### config.mk
export PLATFORM = sky130hd
export DESIGN_NAME = full_adder
export DESIGN_NICKNAME = d
export VERILOG_FILES = /design/src/rtl/full_adder_pkg.sv /design/src/rtl/fa_bit.sv /design/src/rtl/full_adder.sv
export SDC_FILE = /design/constraint.sdc
export NUM_CORES = 1
export LEC_CHECK = 0
export BUFFER_PORTS_ARGS = -buffer_cell sky130_fd_sc_hd__clkbuf_2
export CAP_MARGIN = 20
export CELL_PAD_IN_SITES_DETAIL_PLACEMENT = 1
export CELL_PAD_IN_SITES_GLOBAL_PLACEMENT = 2
export CORE_AREA = 5 5 42 44
export DETAILED_ROUTE_END_ITERATION = 16
export DIE_AREA = 0 0 47 49
export HOLD_SLACK_MARGIN = 0.02
export PLACE_DENSITY_LB_ADDON = 0.1
export SKIP_LAST_GASP = 1
export SLEW_MARGIN = 15
export SYNTH_ARGS = -nofsm -noshare
export SYNTH_HDL_FRONTEND = slang
export SYNTH_HIERARCHICAL = 1
export SYNTH_SLANG_ARGS = --single-unit
### constraint.sdc
create_clock -name clk -period 0.8 [get_ports clk]
set_input_delay 0.12 -clock clk [delete_from_list [all_inputs] [get_ports clk]]
set_output_delay 0.12 -clock clk [all_outputs]
set_load 0.02 [all_outputs]
### src/rtl/full_adder_pkg.sv
// Shared constants and reference arithmetic for the full_adder slice.
package full_adder_pkg;

  localparam int FA_DEFAULT_WIDTH = 1;
  localparam int FA_MAX_WIDTH = 64;

  // Zero-extended a+b+c at FA_MAX_WIDTH+1 bits.
  function automatic logic [FA_MAX_WIDTH:0] fa_ref(
    input logic [FA_MAX_WIDTH-1:0] a,
    input logic [FA_MAX_WIDTH-1:0] b,
    input logic                    c
  );
    logic [FA_MAX_WIDTH:0] ci;
    ci = '0;
    ci[0] = c;
    return {1'b0, a} + {1'b0, b} + ci;
  endfunction

endpackage

### src/rtl/fa_bit.sv
// One-bit combinational full adder cell.
module fa_bit (
  output logic s,
  output logic co,
  input  logic x,
  input  logic y,
  input  logic ci
);

  assign s  = x ^ y ^ ci;
  assign co = (x & y) | (x & ci) | (y & ci);

endmodule

### src/rtl/full_adder.sv
// Registered ripple-carry adder: {cout,sum} = a + b + c, 1-cycle latency.
// FULL_ADDER_OVF_EN adds a registered signed-overflow output ovf.
module full_adder
  import full_adder_pkg::*;
#(
  parameter int WIDTH = FA_DEFAULT_WIDTH
) (
  input  logic             clk,
  input  logic             rst_n,
  input  logic             in_valid,
  output logic [WIDTH-1:0] sum,
  output logic             cout,
  input  logic [WIDTH-1:0] a,
  input  logic [WIDTH-1:0] b,
  input  logic             c,
  output logic             out_valid
`ifdef FULL_ADDER_OVF_EN
  ,
  output logic             ovf
`endif
);

  logic [WIDTH:0]   k;
  logic [WIDTH-1:0] s;

  assign k[0] = c;

  for (genvar i = 0; i < WIDTH; i++) begin : g_chain
    fa_bit u_bit (
      .s  (s[i]),
      .co (k[i+1]),
      .x  (a[i]),
      .y  (b[i]),
      .ci (k[i])
    );
  end

  always_ff @(posedge clk or negedge rst_n) begin
    if (!rst_n) begin
      sum       <= '0;
      cout      <= 1'b0;
      out_valid <= 1'b0;
    end else begin
      out_valid <= in_valid;
      if (in_valid) begin
        sum  <= s;
        cout <= k[WIDTH];
      end
    end
  end

`ifdef FULL_ADDER_OVF_EN
  // Carry into vs. out of the sign bit.
  always_ff @(posedge clk or negedge rst_n) begin
    if (!rst_n) begin
      ovf <= 1'b0;
    end else if (in_valid) begin
      ovf <= k[WIDTH] ^ k[WIDTH-1];
    end
  end
`endif

endmodule

==> summary.md <==
| Metric | Value |
|---|---|
| Status | complete, but fails checks |
| Failing checks | negative setup slack |
| Die Y | 49 um |
| Max H-tree Level | 1 |
| Root Driver | clkbuf_4 |
| Slew Viols, Final | 0 |
| Leakage Power | 0.126 nW |
| Fin Setup TNS | -370 ps |
| Worst hold path class | in2reg |
| Crit Path Max Fanout | 2 |
| Drt initial violations | 0 |
| Switching share of total power | 24.4% |
| Initial antenna violation count | 0 |
| Final Critical Period | 896 ps |
| Nets@finish | 29 |
| Die Wd | 47 um |
| Total wire length | 357 um |
| CP Launch Type | flip-flop |
| Crit Path Category | reg2reg |
| # clock sinks | 3 |
| WL/cell | 9.65 um |
| WP data arrival | 1010 ps |
| Worst Skew | 0 ps |
| Clock share of power | 43.9% |
| Sequential power share | 31.0% |
| Power Dens Cells | 2320 nW/um^2 |
| Dpl ws | -270 ps |
| Congestion Overflow GR | 0 |
| Drt pass-1 iters | 1 |
| Mapped Cells | 6 |
| Core Box Area | 1400 sq um |
| Yosys warnings | 6 |
| # setup viols final | 5 |
| WP data required | 910 ps |
| Number of global-route vias before repair | 130 |
| Syn avg cell area | 19.6 sq um |
| Global-route wire length before repair | 531 um |
| Area of the die | 2300 sq um |
| Clock transition at the registers of the reported paths | 40 ps |
| Worst vdd rail ir drop | 354 uV |
| DR DRC count | 0 |
| RePlAce Congestion | 0.612 |
| Post-synth design cell area | 118 sq um |
| Ports | 9 |
| RSZ-0062 raised after global routing | yes |
| Clock latency at the later pin of the worst-skew pair | 230 ps |
| Number of synthesized register bits | 3 |
| I/O Buffers | 8 |
| Grt met2 use | 3.17% |
| Period utilisation layout | 112% |
| Setup slack, reg-to-reg | -100 ps |
| Via Count | 108 |
| Max-cap violations | 0 |
| Worst setup margin | -96.2 ps |
| GR Util met3 | 5.17% |
| Max Buffers Root-to-Sink | 2 |
| Final ANT Viol Nets | 0 |
| Vias/cell | 2.92 |
| Worst path cell trace | buf_4, mux2_4 |
| Worst stage delay on the critical path | 380 ps |
| Met1 usage | 3.99% |
| Ant diodes | 0 |
| Area of the multi-input gates | 52.6 sq um |
| Row count | 14 |
| Slowest cell on the critical path | dfrtp_1 |
| Total CTS buffers | 3 |
| Layout cells sized above 1 | 76.2% |
| Peak Freq | 1.12 GHz |
| Largest net degree at the start of global routing | 4 |
| Fillers | 171 |
| Cell Int Power | 0.000452 W |
| Starting Density | 8.39% |
| CTS tree | done |
| Sw Pwr | 0.000146 W |
| Worst slew pin tran | 99.8 ps |
| Gate power share | 25.1% |
| Final hold viol count | 0 |
| Synth unique cells | 3 |
| Slew margin rel. | 93.3% |
| Syn nets | 13 |
| Global routing's busiest layer | met4 |
| Crit. End Element | flip-flop |
| FF/Latch Area | 75.1 sq um |
| Area Overhead vs Synth | 119% |
| GRT Total Usage | 4.10% |
| Register area share after synthesis | 63.8% |
[flip-flops by register name, summed over array words and instances, names as in the netlist]
register and cells:
cout 1, out_valid 1, sum 1
[power groups by stage]
stage,logic (W),registers (W),clock network (W)
after detailed placement,0.0000959,0.000186,0
final,0.000150,0.000186,0.000262
after global routing,0.000160,0.000188,0.000300
after global placement,0.0000955,0.000185,0
after floorplan,0.0000244,0.000206,0
after CTS,0.000107,0.000184,0.000281
[cells in the mapped netlist]
cell type / instances / area, sq um
mux2_2: 2 / 22.5
fa_1: 1 / 20.0
dfrtp_1: 3 / 75.1
[final cells by class]
class / count / share of cell area [%]
multi-input combinational: 3 / 20.4
sequential: 3 / 29.1
tap: 16 / 7.77
clock buffer: 4 / 10.2
timing repair buffer: 11 / 32.5
[layer usage]
layer | part of all wire, % | up-vias | wire, um
met1 | 41 | 50 | 148
met4 | 0 | 0 | 0
met3 | 16 | 0 | 57
met5 | 0 | - | 0
met2 | 42 | 9 | 151
li1 | - | 49 | -
[path summary, 6_finish.rpt]
check | cells after the start | from | to
worst max-delay path | 2 | cout | cout
worst min-delay path | 1 | in_valid | out_valid
worst max register to register | 2 | cout | cout
worst min register to register | 2 | sum | sum
max in group asynchronous | 2 | rst_n | sum
min in group asynchronous | 2 | rst_n | cout
[through the flow]
| stage | instance area [sq um] | total power (W) | utilization (%) | std cells | hold WS [ps] |
|---|---|---|---|---|---|
| after floorplan | 124 | 0.000231 | - | 6 | -176 |
| after global placement | 184 | 0.000280 | 13.1 | 30 | -76.3 |
| after detailed placement | 184 | 0.000282 | 13.1 | 30 | -76.7 |
| after CTS | 224 | 0.000573 | 16.0 | 35 | 58.4 |
| after global routing | 258 | 0.000648 | 18.4 | 37 | 56.8 |
| final | 258 | 0.000598 | 18.4 | 37 | 64.8 |
[logic make-up (layout without fill, tap and decap cells)]
kind of cell	count (synthesis)	in the layout	synth area share, %
mux	2	2	19.1
buf+inv	0	15	0
fa+ha+maj	1	1	17.0
flops	3	3	63.8
[placed cells by master (no fill, tap or decap)]
| cell | count |
|---|---|
| dfrtp_1 | 3 |
| buf_6 | 3 |
| buf_4 | 2 |
| fa_2 | 1 |
| clkbuf_2 | 5 |
| mux2_4 | 2 |
| clkbuf_4 | 3 |
| clkbuf_1 | 1 |
| dlygate4sd3_1 | 1 |
[timing repair]
action,CTS,global route
setup endpoints to repair,4,4
resized for setup,1,9
hold buffers,1,0
pin swaps,1,0
hold endpoints to repair,3,0
buffers inserted,0,2
[worst max-delay path: cells and delay by family, from the launching register on]
family	cells	cell delay, ps
muxes	1	260
buffers and inverters	1	140
DFF	1	380
Note: power is estimated with default switching activity, not from simulation.
